<file path="src/rtl/l2_strm_prefetch_ctrl.sv">
// Streaming L2 prefetch controller: issues line-aligned host requests for a
// byte range into an l2_ncl-slot ring and hands filled slots to L1 reads.
module l2_strm_prefetch_ctrl #(
  parameter int unsigned addr_width = 64,
  parameter int unsigned cache_line = 128,
  parameter int unsigned l2_ncl     = 256,
  parameter int unsigned max_outst  = 64
) (
  input  logic                        clk,
  input  logic                        reset,
  input  logic                        i_rst_v,
  output logic                        i_rst_r,
  input  logic [addr_width-1:0]       i_rst_ea_b,
  input  logic [addr_width-1:0]       i_rst_ea_e,
  output logic                        o_rst_v,
  input  logic                        o_rst_r,
  output logic                        o_rst_end,
  input  logic                        i_rd_v,
  output logic                        i_rd_r,
  output logic                        o_addr_v,
  input  logic                        o_addr_r,
  output logic [$clog2(l2_ncl)-1:0]   o_addr_ptr,
  output logic                        o_req_v,
  input  logic                        o_req_r,
  output logic [addr_width-1:0]       o_req_ea,
  input  logic                        i_rsp_v,
  output logic                        i_rsp_r,
  output logic                        o_end
);

  localparam int unsigned cl_w  = $clog2(cache_line);
  localparam int unsigned ncl_w = $clog2(l2_ncl);

  localparam logic [1:0] S_IDLE  = 2'd0;
  localparam logic [1:0] S_RUN   = 2'd1;
  localparam logic [1:0] S_DRAIN = 2'd2;
  localparam logic [1:0] S_ACK   = 2'd3;

  localparam logic [ncl_w:0]      MAX_OUT   = (ncl_w+1)'(max_outst);
  localparam logic [ncl_w+1:0]    NCL_CNT   = (ncl_w+2)'(l2_ncl);
  localparam logic [addr_width-1:0] LINE_B  = addr_width'(1) << cl_w;
  localparam logic [addr_width-1:0] LINE_MSK = ~(LINE_B - addr_width'(1));

  logic [1:0]            r_state;
  logic [addr_width-1:0] r_req_ea;
  logic [addr_width-1:0] r_ea_e;
  logic [ncl_w:0]        r_nreq;
  logic [ncl_w:0]        r_nvalid;
  logic [ncl_w-1:0]      r_rd_ptr;
  logic [ncl_w-1:0]      r_wr_ptr;

  logic                  w_run;
  logic                  w_done;
  logic                  w_have;
  logic [ncl_w+1:0]      w_sum;
  logic                  w_req_xfer;
  logic                  w_addr_xfer;
  logic                  w_rsp_ok;
  logic                  w_rsp_keep;
  logic                  w_rst_xfer;
  logic [ncl_w:0]        w_nreq_nxt;
  logic [ncl_w:0]        w_nvalid_nxt;

  assign w_run  = (r_state == S_RUN);
  assign w_done = (r_req_ea >= r_ea_e);
  assign w_have = (r_nvalid != '0);
  assign w_sum  = {1'b0, r_nreq} + {1'b0, r_nvalid};

  // Request gating uses only registered counters, keeping o_req_v off any
  // combinational path from the handshake inputs.
  assign o_req_v    = w_run & ~w_done & (r_nreq < MAX_OUT) & (w_sum < NCL_CNT);
  assign o_req_ea   = r_req_ea;
  assign o_addr_v   = i_rd_v & w_run & w_have;
  assign i_rd_r     = o_addr_r & w_run & w_have;
  assign o_addr_ptr = r_rd_ptr;
  assign i_rst_r    = (r_state == S_IDLE) | (r_state == S_RUN);
  assign o_rst_v    = (r_state == S_ACK);
  assign o_rst_end  = w_done;
  assign i_rsp_r    = 1'b1;
  assign o_end      = w_run & w_done & (r_nreq == '0) & ~w_have;

  assign w_req_xfer  = o_req_v & o_req_r;
  assign w_addr_xfer = o_addr_v & o_addr_r;
  assign w_rsp_ok    = i_rsp_v & (r_nreq != '0);
  assign w_rsp_keep  = w_rsp_ok & w_run;
  assign w_rst_xfer  = i_rst_v & i_rst_r;

  assign w_nreq_nxt   = r_nreq + (ncl_w+1)'(w_req_xfer) - (ncl_w+1)'(w_rsp_ok);
  assign w_nvalid_nxt = r_nvalid + (ncl_w+1)'(w_rsp_keep) - (ncl_w+1)'(w_addr_xfer);

  always_ff @(posedge clk) begin
    if (reset) begin
      r_state  <= S_IDLE;
      r_req_ea <= '0;
      r_ea_e   <= '0;
      r_nreq   <= '0;
      r_nvalid <= '0;
      r_rd_ptr <= '0;
      r_wr_ptr <= '0;
    end else begin
      r_nreq   <= w_nreq_nxt;
      r_nvalid <= w_nvalid_nxt;
      if (w_addr_xfer) r_rd_ptr <= r_rd_ptr + 1'b1;
      if (w_rsp_keep)  r_wr_ptr <= r_wr_ptr + 1'b1;
      if (w_req_xfer)  r_req_ea <= r_req_ea + LINE_B;
      case (r_state)
        S_IDLE, S_RUN: begin
          if (w_rst_xfer) begin
            r_req_ea <= i_rst_ea_b & LINE_MSK;
            r_ea_e   <= i_rst_ea_e;
            r_state  <= S_DRAIN;
          end
        end
        S_DRAIN: begin
          // Leave as soon as the last outstanding response lands this cycle.
          if (w_nreq_nxt == '0) begin
            r_rd_ptr <= '0;
            r_wr_ptr <= '0;
            r_nvalid <= '0;
            r_state  <= S_ACK;
          end
        end
        S_ACK: begin
          if (o_rst_r) r_state <= S_RUN;
        end
        default: r_state <= S_IDLE;
      endcase
    end
  end

endmodule

</file>
<file path="config.mk">
export PLATFORM = sky130hd
export DESIGN_NAME = l2_strm_prefetch_ctrl
export DESIGN_NICKNAME = d
export VERILOG_FILES = /design/src/rtl/l2_strm_prefetch_ctrl.sv
export SDC_FILE = /design/constraint.sdc
export NUM_CORES = 1
export LEC_CHECK = 0
export CAP_MARGIN = 20
export CORE_MARGIN = 2
export CORE_UTILIZATION = 50
export DETAILED_ROUTE_END_ITERATION = 12
export PLACE_DENSITY = 0.9
export SYNTH_ARGS = -nofsm -noshare
export SYNTH_HDL_FRONTEND = slang
export SYNTH_SLANG_ARGS = --single-unit
export TNS_END_PERCENT = 20
</file>
<file path="constraint.sdc">
create_clock -name clk -period 10.2 [get_ports clk]
set_input_delay 2.55 -clock clk [delete_from_list [all_inputs] [get_ports clk]]
set_output_delay 2.55 -clock clk [all_outputs]
set_load 0.01 [all_outputs]
</file>
# Word-level counts from Yosys, hierarchy flattened
# Cells that the tools add are included.
# totals
elab_cells	60
output_inout_bits	80
reg_bits	156
# op_classes
addsub	7
bitwise	18
reduce_logical	8
muxes	12
magnitude_cmp	3
n_eq_ne	6
# op_table
op	count
$mux W64	3
$add A64 B8 Y64 const B	1
$ge A64 B64 Y1	1
$mux W8	3
$add A9 B1 Y9	2
$logic_not A9 Y1	2
$mux W9	2
$reduce_bool A9 Y1	2
$sub A9 B1 Y9	2
$and A1 B1 Y1	15
$add A9 B9 Y10	1
$lt A10 B9 Y1 const B	1
$lt A9 B7 Y1 const B	1
$add A8 B1 Y8 const B	1
$mux W2	3
$pmux W2 S3	1
$eq A2 B2 Y1 const B	2
$ne A2 B2 Y1 const B	2
$reduce_and A3 Y1	1
$eq A2 B1 Y1 const B	1
$logic_not A2 Y1	1
$ne A2 B1 Y1 const B	1
$not A1 Y1	2
$reduce_and A2 Y1	1
other kinds (2)	2

# Logic depth before layout (Yosys ltp)
# depth
depth_word	11
mapped_depth	22
ltp_nobuf	20

# Worst setup path before layout
# Ideal clock, no wire load.
# synth_path
path_kind	input -> register
start	input o_req_r
end	register r_rd_ptr[1], in the netlist o_addr_ptr[1]
path_slack_ps	4672
t_arrival_ps	5386
setup_ps	142
t_required_ps	10058
path_buffers	1
stages	15
path_cell_list	nand2_1 -> or3_1 -> ha_1 -> inv_1 -> ha_1 -> inv_1 -> fa_1 -> nand2b_1 -> a21oi_1 -> o21a_1 -> o311ai_0 -> a21oi_1 -> xor2_1 -> clkbuf_1 -> a311oi_1
# synth_via
elab_chain_cells	6
# synth_lines
item	line_no	rtl
from (decl)	24	input logic o_req_r,
$and A1 B1 Y1	82	assign w_req_xfer = o_req_v & o_req_r;
$add A9 B1 Y9	88	assign w_nreq_nxt = r_nreq + (ncl_w+1)'(w_req_xfer) - (ncl_w+1)'(w_rsp_ok);
$sub A9 B1 Y9	88	
$logic_not A9 Y1	116	if (w_nreq_nxt == '0) begin
$mux W8	116	
$mux W8	106	case (r_state)
to (signal assigned)	103	if (w_addr_xfer) r_rd_ptr <= r_rd_ptr + 1'b1;
to (decl)	49	logic [ncl_w-1:0] r_rd_ptr;
# No other way between the ends.
# A chain may end at the register's enable or synchronous reset.

# Worst setup path after layout
# layout_path
start	register r_req_ea[26], in the netlist o_req_ea[26]
end	output o_end
# layout_via
elab_chain_cells	4
# layout_lines
item	line_no	rtl
from (decl)	45	logic [addr_width-1:0] r_req_ea;
from (signal assigned)	105	if (w_req_xfer) r_req_ea <= r_req_ea + LINE_B;
from (signal assigned)	109	r_req_ea <= i_rst_ea_b & LINE_MSK;
$ge A64 B64 Y1	65	assign w_done = (r_req_ea >= r_ea_e);
$and A1 B1 Y1 (3 in a row)	80	assign o_end = w_run & w_done & (r_nreq == '0) & ~w_have;
to (decl)	28	output logic o_end
# No other way between the ends.

==> flow_summary.html <==
<table>
<tr><th>Metric</th><th>Value</th></tr>
<tr><th colspan="2">Floorplan</th></tr>
<tr><td>Boundary pin count</td><td>216</td></tr>
<tr><td>Vertical die dimension</td><td>143 um</td></tr>
<tr><td>Core area</td><td>18800 um^2</td></tr>
<tr><td>Row count</td><td>50</td></tr>
<tr><td>X dimension of the die</td><td>143 um</td></tr>
<tr><td>Die area</td><td>20300 um^2</td></tr>
<tr><td>Initial core utilization</td><td>51.2%</td></tr>
<tr><th colspan="2">Synthesis</th></tr>
<tr><td>Netlist Area Pre-Place</td><td>9610 um^2</td></tr>
<tr><td>Synth area leaders</td><td>dfxtp_1 31%, ha_1 12%, nand2_1 7.9%</td></tr>
<tr><td>Cell type with the highest aggregate area in the netlist</td><td>dfxtp_1</td></tr>
<tr><td>Post-Syn Area per Cell</td><td>7.57 um^2</td></tr>
<tr><td>Synthesis Warnings</td><td>0</td></tr>
<tr><td>Post-synthesis sequential element count</td><td>149</td></tr>
<tr><td>List of most frequent post-synthesis cells</td><td>201 x nand2_1, 149 x dfxtp_1, 96 x a21oi_1</td></tr>
<tr><td>Fraction of synthesis flops using an asynchronous set or reset pin</td><td>0%</td></tr>
<tr><td>Number of instances in the synthesized netlist</td><td>1269</td></tr>
<tr><td>Number of synthesized flops with an enable pin</td><td>0</td></tr>
<tr><td>Most common cell in the netlist</td><td>nand2_1</td></tr>
<tr><td>Sequential-to-total area share from yosys stat</td><td>31.0%</td></tr>
<tr><td>Synth unique cells</td><td>61</td></tr>
<tr><td>Main flop type after synthesis</td><td>dfxtp_1</td></tr>
<tr><td>Proportion of netlist area held by the largest area contributor</td><td>31.0%</td></tr>
<tr><th colspan="2">STA</th></tr>
<tr><td>Transition time at the pin with the least slew margin</td><td>0.871 ns</td></tr>
<tr><td>Rel. slew slack</td><td>41.9%</td></tr>
<tr><td>Sum Neg Setup Slack</td><td>0 ns</td></tr>
<tr><td>Period Utilization, post-route</td><td>63.4%</td></tr>
<tr><td>Final hold violations</td><td>0</td></tr>
<tr><td>Max Slew Vio Count</td><td>0</td></tr>
<tr><td>Worst hold slack across all endpoints</td><td>0.453 ns</td></tr>
<tr><td>Min Tclk post-route</td><td>6.47 ns</td></tr>
<tr><td>Unrepaired setup endpoints after global routing</td><td>false</td></tr>
<tr><td>Maximum frequency from static timing analysis</td><td>0.155 GHz</td></tr>
<tr><td>Worst-case clock skew</td><td>0.0121 ns</td></tr>
<tr><td>Setup-failing EPs final</td><td>0</td></tr>
<tr><th colspan="2">Pwr</th></tr>
<tr><td>Pleak</td><td>0.00453 uW</td></tr>
<tr><td>Peak VDD IR</td><td>0.130 mV</td></tr>
<tr><td>P per Cell Area</td><td>165 nW/um^2</td></tr>
<tr><th colspan="2">Flow run</th></tr>
<tr><td>Max Cap Violations</td><td>0</td></tr>
<tr><th colspan="2">Clock tree</th></tr>
<tr><td>Post-CTS Hold Buffers</td><td>0</td></tr>
<tr><td>TritonCTS clock tree</td><td>yes</td></tr>
<tr><td>Clock-pin slew reported for the worst setup and hold paths after clock tree synthesis</td><td>0.07 ns</td></tr>
<tr><td>TritonCTS Buffers</td><td>17</td></tr>
<tr><td>Setup Fix Bufs, Post-CTS</td><td>0</td></tr>
<tr><td>Clock Latency Late Sink</td><td>0.44 ns</td></tr>
<tr><td>Root cell of the clock tree</td><td>clkbuf_16</td></tr>
<tr><td>Maximum level of the CTS H-tree</td><td>4</td></tr>
<tr><td>Sink Count</td><td>149</td></tr>
<tr><td>Post-cts repair resize count</td><td>0</td></tr>
<tr><td>Maximum buffer depth of the clock tree</td><td>2</td></tr>
<tr><th colspan="2">Critical path</th></tr>
<tr><td>Data arrival time at the worst-slack endpoint</td><td>3.92 ns</td></tr>
<tr><td>Classification of the worst setup path</td><td>reg -&gt; out</td></tr>
<tr><td>Element type at the critical path end</td><td>output port</td></tr>
<tr><td>Cells along the critical path</td><td>buf_4, ha_1, nand4_1, nor4_1, o221ai_1, a211oi_1, or2_2, nor4b_1, clkdlybuf4s50_1</td></tr>
<tr><td>Peak per-stage delay on the critical path</td><td>0.60 ns</td></tr>
<tr><td>Critical path launch point type</td><td>flip-flop</td></tr>
<tr><td>Highest fanout seen on the critical path</td><td>16</td></tr>
<tr><td>Data required time at the worst endpoint</td><td>7.65 ns</td></tr>
<tr><td>Cell at the slowest stage of the critical path</td><td>a211oi_1</td></tr>
<tr><th colspan="2">Route</th></tr>
<tr><td>Drt drc</td><td>0</td></tr>
<tr><td>Average wire per standard cell</td><td>17.6 um</td></tr>
<tr><td>Via count</td><td>10300</td></tr>
<tr><td>Starting DRT DRC Count</td><td>1046</td></tr>
<tr><td>Routed wire length</td><td>29.4 mm</td></tr>
<tr><td>First-pass iteration count of the detailed router</td><td>6</td></tr>
<tr><td>Drt via density</td><td>6.20</td></tr>
<tr><td>Routed Antenna Nets</td><td>0</td></tr>
<tr><th colspan="2">Place</th></tr>
<tr><td>Gp weighted congestion</td><td>0.836</td></tr>
<tr><td>PortBufs</td><td>200</td></tr>
<tr><td>Total half-perimeter wirelength after legalization and detailed placement</td><td>20.1 mm</td></tr>
<tr><th colspan="2">Outcome</th></tr>
<tr><td>Status</td><td>completed</td></tr>
<tr><th colspan="2">Final layout</th></tr>
<tr><td>Register Area</td><td>2980 um^2</td></tr>
<tr><td>Area of combinational cells with multiple inputs</td><td>5970 um^2</td></tr>
<tr><td>Synthesis-to-layout area growth</td><td>28.3%</td></tr>
<tr><td>Layout filler cell count</td><td>1557</td></tr>
<tr><td>Final antenna diode count</td><td>0</td></tr>
<tr><td>Final Net Count</td><td>1647</td></tr>
<tr><td>Share of post-route cells with drive strength above 1</td><td>4.13%</td></tr>
<tr><th colspan="2">Min path</th></tr>
<tr><td>Path class of the lowest-slack min-delay path</td><td>reg -&gt; reg</td></tr>
<tr><th colspan="2">Global route</th></tr>
<tr><td>Via count of the first global-routing pass</td><td>9905</td></tr>
<tr><td>Global-route congestion overflow total</td><td>0</td></tr>
<tr><td>Overall Global Routing Usage</td><td>28.8%</td></tr>
<tr><td>Antenna violations before repair</td><td>0</td></tr>
<tr><td>Global-route wire length before repair</td><td>47.7 mm</td></tr>
<tr><td>Maximum number of pins on one net before global-route repair</td><td>90</td></tr>
</table>
-- per-stage QoR --
stage               std cells  total power (uW)  setup slack, ns  instance area [um^2]  utilization, %
floorplan                1275              1080             4.67                  9630               -
global placement         1632              1290             4.00                 11700            62.2
detailed placement       1632              1320             3.86                 11700            62.2
CTS                      1664              2020             3.79                 12300            65.7
global route             1664              2130             3.43                 12300            65.7
finish                   1664              2040             3.73                 12300            65.7
-- placed cells by master (no fill, tap or decap), drive strengths merged, types with 8 or more instances in the layout --
master and instances:
o31ai 16, or3 18, a311oi 29, dfxtp 149, o21ai 53, and3 20
nor2 65, a21oi 96, nor4b 10, nand3 51, and2 8, nor3b 12
buf 13, conb 8, xnor2 14, inv 93, clkdlybuf4s50 199, a31oi 15
nor3 30, clkbuf 22, nor2b 9, a211oi 22, ha 92, nand4 53
nand2 201, and4 14, nor4 40
-- per-layer routing --
metal	part of all wire (%)	routed length [um]	track usage, %
met1	40	11800	36.9
met2	48	14100	47.8
met3	9.2	2710	5.43
met4	2.7	792	11.8
met5	0	0	0
-- worst max-delay path, delay by kind of cell (launching register included) --
kind                     cells  cell delay, ns
buffers and inverters        2            0.79
flip-flops                   1            0.30
AND/OR/NAND/NOR              4            1.09
adder cells (fa/ha/maj)      1            0.32
AO/OA/AOI/OAI                2            0.98
-- layout make-up --
cell class / count / share of cell area [%]
Multi-Input combinational cell: 947 / 48.4
Inverter: 90 / 2.74
Clock inverter: 10 / 1.34
Clock buffer: 22 / 4.01
Timing Repair Buffer: 212 / 16.9
Sequential cell: 149 / 24.2
Tap cell: 234 / 2.37
-- cell families (layout without fill, tap and decap cells) --
logic type / count (synthesis) / in the layout / share of synthesized area, %
buffers and inverters: 179 / 334 / 7.44
multiplexers: 1 / 1 / 0.104
adder cells (fa/ha/maj): 94 / 94 / 12.4
AO/OA/AOI/OAI: 270 / 270 / 17.8
other: 2 / 8 / 0.0782
AND/OR/NAND/NOR: 554 / 554 / 29.3
flip-flops: 149 / 149 / 31.0
XOR/XNOR: 20 / 20 / 1.82
-- sequential cells by signal (all words and copies together), names as in the netlist --
signal,flops
r_nreq,9
r_nvalid,9
r_state,2
r_ea_e,64
o_addr_ptr,8
o_req_ea,57
-- power breakdown --
group	switching, uW	leakage [uW]	internal (uW)
Clock	264	0.000328	444
Sequential	59.3	0.00123	632
Combinational	368	0.00297	269
Total	692	0.00453	1340
-- path summary, 6_finish.rpt --
| check | slack, ns | endpoint | from | depth (start not counted) |
|---|---|---|---|---|
| max | 3.73 | o_end | o_req_ea[26] | 9 |
| min | 0.45 | r_ea_e[38] | r_ea_e[38] | 2 |
| max reg2reg | 4.56 | r_nvalid[2] | o_req_ea[13] | 19 |
| min reg2reg | 0.45 | r_ea_e[38] | r_ea_e[38] | 2 |
Power figures use the tool's default switching activity.
